File: config.mk
export PLATFORM = sky130hd
export DESIGN_NAME = match_event_logger_flat
export DESIGN_NICKNAME = d
export VERILOG_FILES = /design/src/rtl/match_event_logger_if.sv /design/src/rtl/match_event_logger.sv /design/src/flat_wrapper.sv
export SDC_FILE = /design/constraint.sdc
export NUM_CORES = 1
export LEC_CHECK = 0
export BUFFER_PORTS_ARGS = -buffer_cell sky130_fd_sc_hd__buf_2
export CAP_MARGIN = 10
export CORE_ASPECT_RATIO = 1.2
export CORE_MARGIN = 5
export CORE_UTILIZATION = 23
export CTS_BUF_LIST = sky130_fd_sc_hd__clkbuf_4 sky130_fd_sc_hd__clkbuf_8 sky130_fd_sc_hd__clkbuf_16
export CTS_CLUSTER_DIAMETER = 200
export DETAILED_ROUTE_END_ITERATION = 8
export PLACE_DENSITY = 0.37
export SYNTH_ARGS = -nofsm -noshare
export SYNTH_HDL_FRONTEND = slang
export SYNTH_SLANG_ARGS = --single-unit
File: constraint.sdc
create_clock -name clk -period 4 [get_ports clk]
set_input_delay 0.8 -clock clk [delete_from_list [all_inputs] [get_ports clk]]
set_output_delay 0.8 -clock clk [all_outputs]
set_load 0.05 [all_outputs]
File: src/rtl/match_event_logger_if.sv
// Event-logger port bundle: match input, stats clear, show-ahead event
// output with valid/ready, and the registered status/statistics.
interface match_event_logger_if #(
   parameter int TS_W  = 16,
   parameter int DEPTH = 4,
   parameter int CNT_W = 8
);
   localparam int LW = $clog2(DEPTH) + 1;

   logic            match_in;
   logic            ev_ready;
   logic            clr_stats;
   logic            ev_valid;
   logic [TS_W-1:0] ev_ts;
   logic [LW-1:0]   fifo_level;
   logic [CNT_W-1:0] match_cnt;
   logic [CNT_W-1:0] drop_cnt;
   logic            overflow;

   // The logger is the master: it produces events and status
   modport master (
      input  match_in, ev_ready, clr_stats,
      output ev_valid, ev_ts, fifo_level, match_cnt, drop_cnt, overflow
   );

   modport slave (
      output match_in, ev_ready, clr_stats,
      input  ev_valid, ev_ts, fifo_level, match_cnt, drop_cnt, overflow
   );
endinterface

File: src/rtl/match_event_logger.sv
// Timestamps sampled detector matches into a show-ahead FIFO drained by
// valid/ready, with saturating match/drop counters and a sticky overflow.
module match_event_logger #(
   parameter int TS_W  = 16,
   parameter int DEPTH = 4,
   parameter int CNT_W = 8
) (
   input  logic                clk,
   input  logic                rst,
   match_event_logger_if.master bus
);
   localparam int AW = $clog2(DEPTH);
   localparam int LW = AW + 1;

   logic [TS_W-1:0]  ts;
   logic [TS_W-1:0]  mem [DEPTH];
   logic [AW-1:0]    rd_ptr;
   logic [AW-1:0]    wr_ptr;
   logic [LW-1:0]    level;
   logic [CNT_W-1:0] match_cnt;
   logic [CNT_W-1:0] drop_cnt;
   logic             overflow;

   logic empty;
   logic full;
   logic pop;
   logic push;
   logic drop;

   // A pop frees a slot before the push lands, so full+pop+push never drops
   always_comb begin
      empty = (level == '0);
      full  = (level == LW'(DEPTH));
      pop   = !empty && bus.ev_ready;
      push  = bus.match_in && (!full || pop);
      drop  = bus.match_in && full && !pop;
   end

   always_ff @(posedge clk or negedge rst) begin
      if (!rst) begin
         ts <= '0;
      end else begin
         ts <= ts + TS_W'(1);
      end
   end

   always_ff @(posedge clk or negedge rst) begin
      if (!rst) begin
         for (int i = 0; i < DEPTH; i++) begin
            mem[i] <= '0;
         end
      end else if (push) begin
         mem[wr_ptr] <= ts;
      end
   end

   always_ff @(posedge clk or negedge rst) begin
      if (!rst) begin
         wr_ptr <= '0;
         rd_ptr <= '0;
         level  <= '0;
      end else begin
         if (push) begin
            wr_ptr <= wr_ptr + AW'(1);
         end
         if (pop) begin
            rd_ptr <= rd_ptr + AW'(1);
         end
         case ({push, pop})
            2'b10:   level <= level + LW'(1);
            2'b01:   level <= level - LW'(1);
            default: level <= level;
         endcase
      end
   end

   // Clear wins over any increment; the FIFO side is unaffected by it
   always_ff @(posedge clk or negedge rst) begin
      if (!rst) begin
         match_cnt <= '0;
         drop_cnt  <= '0;
         overflow  <= 1'b0;
      end else if (bus.clr_stats) begin
         match_cnt <= '0;
         drop_cnt  <= '0;
         overflow  <= 1'b0;
      end else begin
         if (bus.match_in && (match_cnt != '1)) begin
            match_cnt <= match_cnt + CNT_W'(1);
         end
         if (drop && (drop_cnt != '1)) begin
            drop_cnt <= drop_cnt + CNT_W'(1);
         end
         if (drop) begin
            overflow <= 1'b1;
         end
      end
   end

   assign bus.ev_valid   = !empty;
   assign bus.ev_ts      = empty ? '0 : mem[rd_ptr];
   assign bus.fifo_level = level;
   assign bus.match_cnt  = match_cnt;
   assign bus.drop_cnt   = drop_cnt;
   assign bus.overflow   = overflow;
endmodule

File: src/flat_wrapper.sv
// flat-port wrapper written by rule: the top's interface ports become plain ports
module match_event_logger_flat 
#(
   parameter int TS_W  = 16,
   parameter int DEPTH = 4,
   parameter int CNT_W = 8
)
  (clk, rst, bus_match_in, bus_ev_ready, bus_clr_stats, bus_ev_valid, bus_ev_ts, bus_fifo_level, bus_match_cnt, bus_drop_cnt, bus_overflow);
  match_event_logger_if #(.TS_W(TS_W), .DEPTH(DEPTH), .CNT_W(CNT_W)) bus_i ();
  input  logic clk;
  input  logic rst;
  input wire logic [$bits(bus_i.match_in)-1:0] bus_match_in;
  input wire logic [$bits(bus_i.ev_ready)-1:0] bus_ev_ready;
  input wire logic [$bits(bus_i.clr_stats)-1:0] bus_clr_stats;
  output wire logic [$bits(bus_i.ev_valid)-1:0] bus_ev_valid;
  output wire logic [$bits(bus_i.ev_ts)-1:0] bus_ev_ts;
  output wire logic [$bits(bus_i.fifo_level)-1:0] bus_fifo_level;
  output wire logic [$bits(bus_i.match_cnt)-1:0] bus_match_cnt;
  output wire logic [$bits(bus_i.drop_cnt)-1:0] bus_drop_cnt;
  output wire logic [$bits(bus_i.overflow)-1:0] bus_overflow;
  assign bus_i.match_in = bus_match_in;
  assign bus_i.ev_ready = bus_ev_ready;
  assign bus_i.clr_stats = bus_clr_stats;
  assign bus_ev_valid = bus_i.ev_valid;
  assign bus_ev_ts = bus_i.ev_ts;
  assign bus_fifo_level = bus_i.fifo_level;
  assign bus_match_cnt = bus_i.match_cnt;
  assign bus_drop_cnt = bus_i.drop_cnt;
  assign bus_overflow = bus_i.overflow;
  match_event_logger #(.TS_W(TS_W), .DEPTH(DEPTH), .CNT_W(CNT_W)) u_core (.clk(clk), .rst(rst), .bus(bus_i));
endmodule
# Word level (Yosys, flattened, before mapping)

Index checks and enable logic that the tools add are counted.

Bits of input ports: 5
ROM bits: 0
Bits in registers: 104
Latch bits: 0
Bits in writable memories: 0
Memories kept: 0
Word-level logic and storage cells: 58

Add/sub/neg operators: 7
Bitwise operators: 2
Shift-type cells: 0
Reduce and logical (&&, ||, !) cells: 16
Equality and inequality tests: 5
Div/mod/pow operators: 0
Magnitude comparators: 3
Muxes and demuxes: 14
$mul: 0

Operators by type and width:

| kind                                                        | count |
|---|---|
| bitwise mux 64 bit                                          | 1 |
| two-way mux 16 bit                                          | 4 |
| binary-select mux 16 bit (select 2 bit)                     | 1 |
| demux 16 bit (select 2 bit)                                 | 1 |
| two-way mux 8 bit                                           | 4 |
| adder 16 x 1 -> 16 bit (second input constant)              | 1 |
| adder 8 x 1 -> 8 bit (second input constant)                | 2 |
| inequality test 8 bit (second input constant)               | 2 |
| nonzero test 2 bit                                          | 4 |
| logical AND 1 bit                                           | 7 |
| >= comparator 3 bit (second input constant)                 | 2 |
| NOT 2 -> 3 bit                                              | 2 |
| one-hot mux 3 bit (2 select lines)                          | 1 |
| adder 2 x 1 -> 2 bit (second input constant)                | 2 |
| adder 3 x 1 -> 3 bit (second input constant)                | 1 |
| equality test 3 bit (second input constant)                 | 1 |
| zero test 1 bit                                             | 3 |
| zero test 3 bit                                             | 1 |
| less-than comparator 3 x 1 -> 1 bit (second input constant) | 1 |
| subtractor 3 x 1 -> 3 bit (second input constant)           | 1 |
| equality test 2 x 1 -> 1 bit (second input constant)        | 1 |
| equality test 2 bit (second input constant)                 | 1 |
| two-way mux 1 bit                                           | 2 |
| logical OR 1 bit                                            | 1 |

# Logic depth before layout (Yosys ltp)

Gate-level depths: netlist (run 1).

Word-level depth: 8
Mapped depth: 10

# Worst setup path before layout (run 1)

Ideal clock, no wire load.

Kind: reg-to-output
Start: register u_core.level[0] (netlist: u_core.bus.fifo_level[0])
End: output port bus_ev_ts[10]
Required time: 3.200 ns
Slack: 0.992 ns
Buffers on the path: 2
Data arrival time: 2.208 ns
Cell stages (with the launch flop): 5
Cell sequence: dfrtp_1 > or3_2 > clkbuf_1 > clkbuf_1 > and2_1

Word-level cells in the longest chain between the ends: 2

RTL lines:

| item                   | RTL line                  | RTL |
|---|---|---|
| from (decl)            | match_event_logger.sv:19  | `logic [LW-1:0] level;` |
| from (signal assigned) | match_event_logger.sv:70  | `2'b10: level <= level + LW'(1);` |
| from (signal assigned) | match_event_logger.sv:71  | `2'b01: level <= level - LW'(1);` |
| from (signal assigned) | match_event_logger.sv:72  | `default: level <= level;` |
| zero test 3 bit        | match_event_logger.sv:32  | `empty = (level == '0);` |
| two-way mux 16 bit     | match_event_logger.sv:101 | `assign bus.ev_ts = empty ? '0 : mem[rd_ptr];` |
| to (decl)              | flat_wrapper.sv:16        | `output wire logic [$bits(bus_i.ev_ts)-1:0] bus_ev_ts;` |

Every way passes these cells.

# Worst setup path in the final report (run 1)

Start: register u_core.rd_ptr[0]
End: output port bus_ev_ts[3]

Word-level cells in the longest chain between the ends: 5

RTL lines:

| item                                                  | RTL line                  | RTL |
|---|---|---|
| from (decl)                                           | match_event_logger.sv:17  | `logic [AW-1:0] rd_ptr;` |
| from (signal assigned)                                | match_event_logger.sv:67  | `rd_ptr <= rd_ptr + AW'(1);` |
| NOT 2 -> 3 bit (not written as such)                  | match_event_logger.sv:101 |  |
| binary-select mux 16 bit (select 2 bit)               | match_event_logger.sv:101 |  |
| two-way mux 16 bit (not written as such) (2 in a row) | match_event_logger.sv:101 |  |
| two-way mux 16 bit                                    | match_event_logger.sv:101 |  |

Every way passes these cells. The select of a mux whose other input is x is not followed.

==> results of run 1 <==
-- final timing paths --
| path | start | to | slack [ps] | depth (start not counted) |
|---|---|---|---|---|
| hold / removal | rst | u_core.mem[60] | 480 | 1 |
| setup / recovery | u_core.rd_ptr[0] | bus_ev_ts[3] | 1170 | 4 |
| setup reg to reg | u_core.bus.fifo_level[0] | u_core.bus.fifo_level[2] | 1530 | 9 |
| max in group asynchronous | rst | u_core.mem[37] | 2780 | 2 |
| min in group clk | u_core.mem[2] | u_core.mem[2] | 500 | 1 |
| hold reg to reg | u_core.mem[2] | u_core.mem[2] | 500 | 1 |
-- cells by family (layout without fill, tap and decap cells) --
group | Yosys count | after routing | share of synthesized area, %
adders and majority gates | 9 | 9 | 2.45
DFF | 104 | 104 | 53.1
xor gates and xnor gates | 23 | 23 | 4.11
and+or+nand+nor | 99 | 99 | 12.2
muxes | 85 | 85 | 23.1
AOI/OAI and AO/OA | 20 | 20 | 2.48
buffers and inverters | 24 | 69 | 2.58
-- power by group through the flow --
stage / logic [W] / clock network, W / registers (W)
after CTS: 0.00127 / 0.000957 / 0.00130
final: 0.00122 / 0.000918 / 0.00130
after floorplan: 0.000904 / 0 / 0.00136
after global routing: 0.00133 / 0.000997 / 0.00132
after global placement: 0.00125 / 0 / 0.00131
after detailed placement: 0.00127 / 0 / 0.00132
-- synth_stat cells (all sizes together) (2+ instances only) --
cell type / instances
a211oi: 2
a21oi: 7
and2: 19
and4: 2
buf: 10
clkbuf: 6
dfrtp: 104
ha: 8
inv: 8
mux2: 64
mux2i: 5
mux4: 16
nand2: 20
nand3: 9
nand4: 7
nor2: 25
nor3: 7
o211ai: 2
o21ai: 7
or3: 5
xnor2: 7
xor2: 16
-- worst max-delay path, stage by stage, from the launching register on --
cell,delay [ps]
dfrtp_1,320
buf_4,370
mux4_2,580
and2_1,180
buf_2,210
-- per-stage QoR --
step           instances  power (W)  area, um2
2_1_floorplan        364    0.00227       4900
3_3_place_gp         663    0.00257       5390
3_5_place_dp         663    0.00259       5390
4_1_cts              679    0.00353       5700
5_1_grt              679    0.00365       5700
6_report             679    0.00344       5700
-- layer usage --
layer / track usage [%] / vias up / wire length (um)
li1: - / 1373 / -
met1: 11.7 / 1517 / 4720
met2: 16.7 / 46 / 5400
met3: 3.01 / 16 / 523
met4: 3.07 / 0 / 158
met5: 0 / - / 0
-- cell type report --
class | instances | area (um2)
fill | 2172 | 15300
multi-input combinational | 236 | 2170
sequential | 104 | 2600
inverter | 8 | 30.0
timing repair buffer | 45 | 250
clock inverter | 6 | 65.1
clock buffer | 10 | 239
tap | 270 | 338
-- flip-flops by register name, summed over array words and instances (netlist names) --
register	flops
u_core.ts	16
u_core.bus.match_cnt	8
u_core.bus.overflow	1
u_core.wr_ptr	2
u_core.bus.fifo_level	3
u_core.rd_ptr	2
u_core.mem	64
u_core.bus.drop_cnt	8
==> key figures, run 1 <==
Place
  • Final Wtd Congestion: 0.724
  • Post-detail-place hpwl: 6.75 mm
  • Pre-CTS setup slack: 1090 ps
  • I/O Buffers: 41

Final layout
  • Nets: 418
  • Most common cell after layout, fill and taps aside: dfrtp_1
  • Most frequent cells in the layout: 104 x dfrtp_1, 64 x mux2_2, 40 x buf_2, 24 x nor2_1, 18 x and2_1
  • Core Util, Final: ~27%
  • Antenna Cells: 0
  • Layout cells sized above 1: between 30% and 40%
  • Synthesis-to-layout area growth: 16.2%

STA
  • Period utilization: between 70% and 80%
  • Fin Setup TNS: 0 ps
  • Worst slew margin: 50.4%
  • Final Hold Viols: 0
  • Setup Skew: 9.86 ps
  • # setup viols final: 0
  • Setup ws final: 1170 ps
  • Worst hold slack: 484 ps
  • Slew Viols, Final: 0
  • Minimum clock period: around 2800 ps
  • Fmax: 354 MHz
  • Worst slew pin tran: 741 ps
  • RSZ-0062 raised after global routing: false

Clock tree
  • Clock transition at path regs: 70 ps
  • Clk Latency, worst-skew pair: about 360 ps
  • H-tree Lvls: 3
  • CTS buffer count: 9
  • Cts hold-fix bufs: 0
  • Total setup buffers inserted after CTS: 0
  • TritonCTS Sinks: approximately 100
  • CTS tree: yes
  • Root Buffer Master: clkbuf_16
  • Clock tree buffer depth: 2
  • Resize count post-CTS: 0

Logic synthesis
  • Mapped Cells: 364
  • Yosys reg bits: 104
  • Yosys cell types: 38
  • Ys async rst share: 100%
  • Yosys top cell area share: 53.1%
  • Mapped Area: 0.00490 mm2
  • Syn nets: 378
  • Main area contributors after synthesis: dfrtp_1 53%, mux2_2 15%, mux4_2 7.4%
  • Largest area contributor in the netlist: dfrtp_1
  • Main synth FF type: dfrtp_1
  • Register area share after synthesis: 53.1%
  • Mean post-synth cell area: 13.5 um2
  • Number of synthesized flops with an enable pin: 0
  • Synth warnings: 0

Floorplan
  • # rows: 58
  • Starting density of the core: 23.4%
  • Core area: 0.0210 mm2
  • IO Pins: 42
  • Die area: 0.0243 mm2
  • Die Y-Extent: around 170 um
  • Die width: around 140 um

Pwr
  • Sw frac: 36.7%
  • Switching pwr: 0.00126 W
  • Pint: between 0.002 and 0.0025 W
  • Combinational Power Share: 35.6%
  • Leak pwr: 2.65 nW
  • Peak VDD IR: 0.000226 V
  • Seq pwr share: about 38%
  • Pwr Density: 604 mW/mm2
  • Clock share of power: a little over a quarter

Setup path
  • Critical Path Start Type: register
  • Crit end category: output port
  • Worst-path fanout max: 18
  • Setup Crit Path Kind: register to output port
  • Worst Path Required: approximately 3200 ps
  • Critical path arrival: about 2000 ps

GRT
  • Number of global-route vias before repair: 3211
  • Largest net degree at the start of global routing: 54
  • All-Layer GR Usage: 9.73%
  • Congestion Overflow GR: 0
  • Initial antenna violation count: 0
  • First-pass GRT wire length: 18.1 mm

Min path
  • Hold Crit Class: input pin to asynchronous set/reset pin

Run status
  • Status: completed

Drt
  • Antenna-violating nets left: 0
  • DR vias: 2952
  • Remaining DRCs: 0
  • Final wirelength: 10.8 mm
  • DRT iter0 DRCs: 82
  • WL/cell: 15.9 um
  • Number of vias per cell: roughly 4.3
  • Length of the first detailed-routing pass in iterations: 4

Run
  • Total of max-cap violations: 0
Power figures use the tool's default switching activity.
==> run 2, diff against run 1 <==
clock period = 2.6 ns   (was 4 ns; I/O delays follow)
==> key figures, run 2 (synthesized netlist as in run 1, its figures left out) <==
Drt
  • DRT iter0 DRCs: 156
  • WL/cell: approximately 15 um
  • DR vias: 2913
  • Antenna-violating nets left: 0
  • Length of the first detailed-routing pass in iterations: 4
  • Remaining DRCs: 0
  • Final wirelength: 10.6 mm
  • Number of vias per cell: 4.27

Pwr
  • Peak VDD IR: 0.000303 V
  • Leak pwr: 2.68 nW
  • Seq pwr share: around 37%
  • Tot Pwr: ~0.0054 W
  • Pwr Density: 936 mW/mm2
  • Combinational Power Share: 35.3%
  • Switching pwr: between 0.0015 and 0.002 W
  • Sw frac: 35.6%
  • Clock share of power: 27.5%
  • Pint: 0.00347 W

GRT
  • First-pass GRT wire length: 17.6 mm
  • Initial antenna violation count: 0
  • M2 GR Usage: 14.9%
  • Number of global-route vias before repair: 3152
  • Top Usage Layer GRT: met2
  • All-Layer GR Usage: 9.47%
  • Routing usage on met1: between 10% and 20%
  • Met3 Resource Use GR: approximately 2.1%
  • Congestion Overflow GR: 0
  • Largest net degree at the start of global routing: 48

STA
  • Slew Viols, Final: 0
  • Worst slew margin: between 50% and 60%
  • Period utilization: between 90% and 100%
  • Fmax: 410 MHz
  • RSZ-0062 raised after global routing: false
  • Setup Skew: around 6.3 ps
  • Final Hold Viols: 0
  • Worst slew pin tran: 623 ps
  • Fin Setup TNS: 0 ps
  • Setup ws final: 161 ps
  • Minimum clock period: 2440 ps
  • # setup viols final: 0

Final layout
  • Non-Filler Instances: 683
  • Largest reg by FF count: u_core.mem
  • Most frequent cells in the layout: 104 x dfrtp_1, 64 x mux2_2, 40 x buf_2, 24 x nor2_1, 18 x and2_1
  • Fill count: 2156
  • Nets: 422
  • Fin area: 0.00576 mm2
  • Most common cell after layout, fill and taps aside: dfrtp_1
  • Top Registers: u_core.mem (64), u_core.ts (16)
  • Area occupied by multi-input gates: 0.00218 mm2
  • Seq. cell area: 0.00260 mm2
  • Antenna Cells: 0
  • Layout cells sized above 1: 38.3%
  • Max reg flops: 64
  • Synthesis-to-layout area growth: 17.5%

Clock tree
  • Clock transition at path regs: ~70 ps
  • Total setup buffers inserted after CTS: 0
  • Clk Latency, worst-skew pair: around 350 ps
  • TritonCTS Sinks: 104
  • CTS buffer count: 9
  • Root Buffer Master: clkbuf_16
  • CTS tree: yes
  • Clock tree buffer depth: 2
  • H-tree Lvls: 3

Place
  • Final Wtd Congestion: 0.689
  • Inst Count DP: around 670
  • Post-DP Area: roughly 0.0054 mm2
  • Post-detail-place hpwl: 6.89 mm
  • I/O Buffers: slightly above 40
  • Pre-CTS setup slack: 357 ps

Setup path
  • Critical Path Start Type: register
  • Worst Path Required: around 2100 ps
  • Reg2Reg Setup Slack: 530 ps
  • Critical path arrival: 1920 ps
  • Worst Setup EP: bus_ev_ts[3]
  • Crit end category: output port
  • Reg-to-reg critical path startpoint: u_core.bus.fifo_level[0]
  • CP startpoint: u_core.rd_ptr[0]
  • Worst Reg-to-Reg Cells: 8
  • Setup Crit Path Kind: register to output port
  • RR Endpoint: u_core.bus.fifo_level[2]
  • Worst-path fanout max: 16

Floorplan
  • Core area: 0.0210 mm2
  • Die width: 143 um
  • Die Y-Extent: 170 um
  • # rows: 58
  • IO Pins: 42
  • Die area: 0.0243 mm2
  • Starting density of the core: 23.4%

Run status
  • Status: completed

Min path
  • Hold Crit Class: input pin to asynchronous set/reset pin

Run
  • Total of max-cap violations: 0
## run 2: per-stage QoR
step / hold WS (ps) / util, %
after floorplan: 224 / -
after global placement: 464 / 25.9
after detailed placement: 465 / 25.9
after CTS: 196 / 27.5
after global routing: 224 / 27.5
final: 171 / 27.5
## run 2: how the worst min path moves through the flow
| stage | end | cells past startpoint | startpoint |
|---|---|---|---|
| after floorplan | u_core.bus.drop_cnt[0] | 0 | rst |
| after global placement | u_core.rd_ptr[1] | 1 | u_core.rd_ptr[1] |
| after detailed placement | u_core.rd_ptr[1] | 1 | u_core.rd_ptr[1] |
| after CTS | u_core.mem[61] | 1 | rst |
| after global routing | u_core.mem[61] | 1 | rst |
| final | u_core.mem[61] | 1 | rst |
## run 2: layout make-up
class                   instances  share of cell area (%)
well taps                     270                    5.86
flip-flops and latches        104                    45.2
clock inverters                 6                    1.43
repair buffers                 49                    5.08
multi-input cells             236                    37.8
clock buffers                  10                    4.15
inverters                       8                   0.521
## run 2: power groups by stage
| stage | Sequential [W] | Combinational [W] | Clock, W |
|---|---|---|---|
| final | 0.00200 | 0.00190 | 0.00148 |
| after CTS | 0.00200 | 0.00198 | 0.00155 |
| after detailed placement | 0.00203 | 0.00197 | 0 |
| after global routing | 0.00204 | 0.00206 | 0.00161 |
| after global placement | 0.00203 | 0.00197 | 0 |
| after floorplan | 0.00210 | 0.00139 | 0 |
## run 2: routing by layer
layer | routed length [um] | vias to the layer above | part of all wire [%]
met5 | 0 | - | 0
met4 | 216 | 0 | 2.0
met3 | 375 | 14 | 3.5
met2 | 5060 | 41 | 48
met1 | 4920 | 1479 | 47
li1 | - | 1379 | -
## run 2: timing repair
item | CTS | global route
gates resized for setup | 1 | 0
hold buffers | 0 | 0
setup endpoints to repair | 1 | 0
## run 2: worst max-delay path: stages (launching register included)
cell and delay (ps):
dfrtp_1 420, buf_12 220, mux4_2 520, and2_1 190, buf_2 210
==> run 3, diff against run 2 <==
CELL_PAD_IN_SITES_DETAIL_PLACEMENT = 0   (was default)
CELL_PAD_IN_SITES_GLOBAL_PLACEMENT = 2   (was default)
PLACE_DENSITY = 0.48   (was 0.37)
==> key figures, run 3 (synthesized netlist as in run 1, its figures left out) <==
Clock tree
  • CTS tree: yes
  • H-tree Lvls: 3
  • Clock tree buffer depth: 2
  • TritonCTS Sinks: 104
  • Clock transition at path regs: roughly 70 ps
  • CTS buffer count: 9
  • Clk Latency, worst-skew pair: 350 ps
  • Resize count post-CTS: 0
  • Cts hold-fix bufs: 0
  • Root Buffer Master: clkbuf_16
  • Total setup buffers inserted after CTS: 0

STA
  • Worst slew pin tran: between 500 and 600 ps
  • Worst slew margin: 63.6%
  • Fmax: 400 MHz
  • # setup viols final: 0
  • Worst hold slack: 147 ps
  • Slew Viols, Final: 0
  • Setup ws final: ~100 ps
  • Final Hold Viols: 0
  • Fin Setup TNS: 0 ps
  • RSZ-0062 raised after global routing: false
  • Period utilization: 96.2%
  • Setup Skew: roughly 5.6 ps
  • Minimum clock period: 2500 ps

Setup path
  • Slowest stage delay, CP: 600 ps
  • Critical path arrival: around 2000 ps
  • Critical path, cell by cell: or3_2 > buf_4 > and2_1 > buf_2
  • Crit end category: output port
  • Worst Reg-to-Reg Cells: 8
  • Worst-path fanout max: 12
  • Reg2Reg Setup Slack: 400 ps
  • Slowest cell on crit path: or3_2
  • RR Endpoint: u_core.bus.fifo_level[2]
  • Setup Crit Path Kind: register to output port
  • Reg-to-reg critical path startpoint: u_core.bus.fifo_level[0]
  • Worst Path Required: about 2100 ps
  • Critical Path Start Type: register

Floorplan
  • IO Pins: 42
  • Starting density of the core: 23.4%
  • Die width: 143 um
  • # rows: 58
  • Die Y-Extent: 170 um
  • Core area: 0.0210 mm2
  • Die area: 0.0243 mm2

Final layout
  • Antenna Cells: 0
  • Layout cells sized above 1: about two fifths
  • Synthesis-to-layout area growth: 17.2%
  • Seq. cell area: 0.00260 mm2
  • Nets: between 400 and 500
  • Fill count: between 2000 and 2500
  • Top Registers: u_core.mem (64), u_core.ts (16)
  • Area occupied by multi-input gates: 0.00217 mm2
  • Most common cell after layout, fill and taps aside: dfrtp_1
  • Most frequent cells in the layout: 104 x dfrtp_1, 64 x mux2_2, 40 x buf_2, 24 x nor2_1, 18 x and2_1
  • Largest reg by FF count: u_core.mem
  • Non-Filler Instances: around 680
  • Max reg flops: 64

Drt
  • Final wirelength: about 11 mm
  • DR vias: 2912
  • Length of the first detailed-routing pass in iterations: 4
  • Number of vias per cell: 4.26
  • DRT iter0 DRCs: 67
  • WL/cell: 15.8 um
  • Antenna-violating nets left: 0
  • Remaining DRCs: 0

Run status
  • Status: completed

GRT
  • Largest net degree at the start of global routing: 45
  • Initial antenna violation count: 0
  • All-Layer GR Usage: 9.50%
  • Number of global-route vias before repair: 3178
  • First-pass GRT wire length: between 15 and 20 mm
  • Congestion Overflow GR: 0

Place
  • Inst Count DP: ~670
  • I/O Buffers: 41
  • Pre-CTS setup slack: approximately 360 ps
  • Final Wtd Congestion: 0.696
  • Post-detail-place hpwl: 7.18 mm

Pwr
  • Peak VDD IR: 0.000397 V
  • Pwr Density: 925 mW/mm2
  • Leak pwr: 2.67 nW

Min path
  • Hold Crit Class: input pin to asynchronous set/reset pin

Run
  • Total of max-cap violations: 0
-- run 3: area by class of cell --
cell class,instances,area share (%)
inverters,8,0.523
clock buffers,11,4.29
repair buffers,50,5.23
well taps,270,5.88
clock inverters,5,0.980
multi-input cells,236,37.8
flip-flops and latches,104,45.3
-- run 3: stage by stage --
| stage | power, W | utilization, % | cell area [um2] |
|---|---|---|---|
| after floorplan | 0.00349 | - | 4900 |
| after global placement | 0.00402 | 26.0 | 5440 |
| after detailed placement | 0.00404 | 26.0 | 5440 |
| after CTS | 0.00547 | 27.4 | 5750 |
| after global routing | 0.00564 | 27.4 | 5750 |
| final | 0.00532 | 27.4 | 5750 |
-- run 3: report_power, final --
| part | internal [W] | switching (W) |
|---|---|---|
| clock network | 0.000782 | 0.000603 |
| logic | 0.000757 | 0.00117 |
| registers | 0.00186 | 0.000141 |
| total | 0.00340 | 0.00192 |
-- run 3: critical path, delay by kind of cell, from the launching register on --
family                 cells  cell delay (ps)
buffers and inverters      2              430
and+or+nand+nor            2              750
DFF                        1              440
-- run 3: how the worst max path moves through the flow --
| stage | startpoint | end | slack [ps] |
|---|---|---|---|
| floorplan | u_core.bus.fifo_level[0] | u_core.bus.fifo_level[2] | 130 |
| global placement | u_core.bus.fifo_level[0] | u_core.bus.fifo_level[2] | 390 |
| detailed placement | u_core.bus.fifo_level[0] | u_core.bus.fifo_level[2] | 360 |
| CTS | u_core.bus.fifo_level[0] | bus_ev_ts[12] | 30 |
| global route | u_core.bus.fifo_level[0] | bus_ev_ts[12] | 1 |
| finish | u_core.bus.fifo_level[0] | bus_ev_ts[12] | 100 |
-- run 3: metal layers --
layer	global-route usage [%]	vias to the layer above	wire length [um]
met5	0	-	0
met4	2.50	0	148
met3	3.37	10	517
met2	15.7	52	5260
met1	11.8	1474	4880
li1	-	1376	-
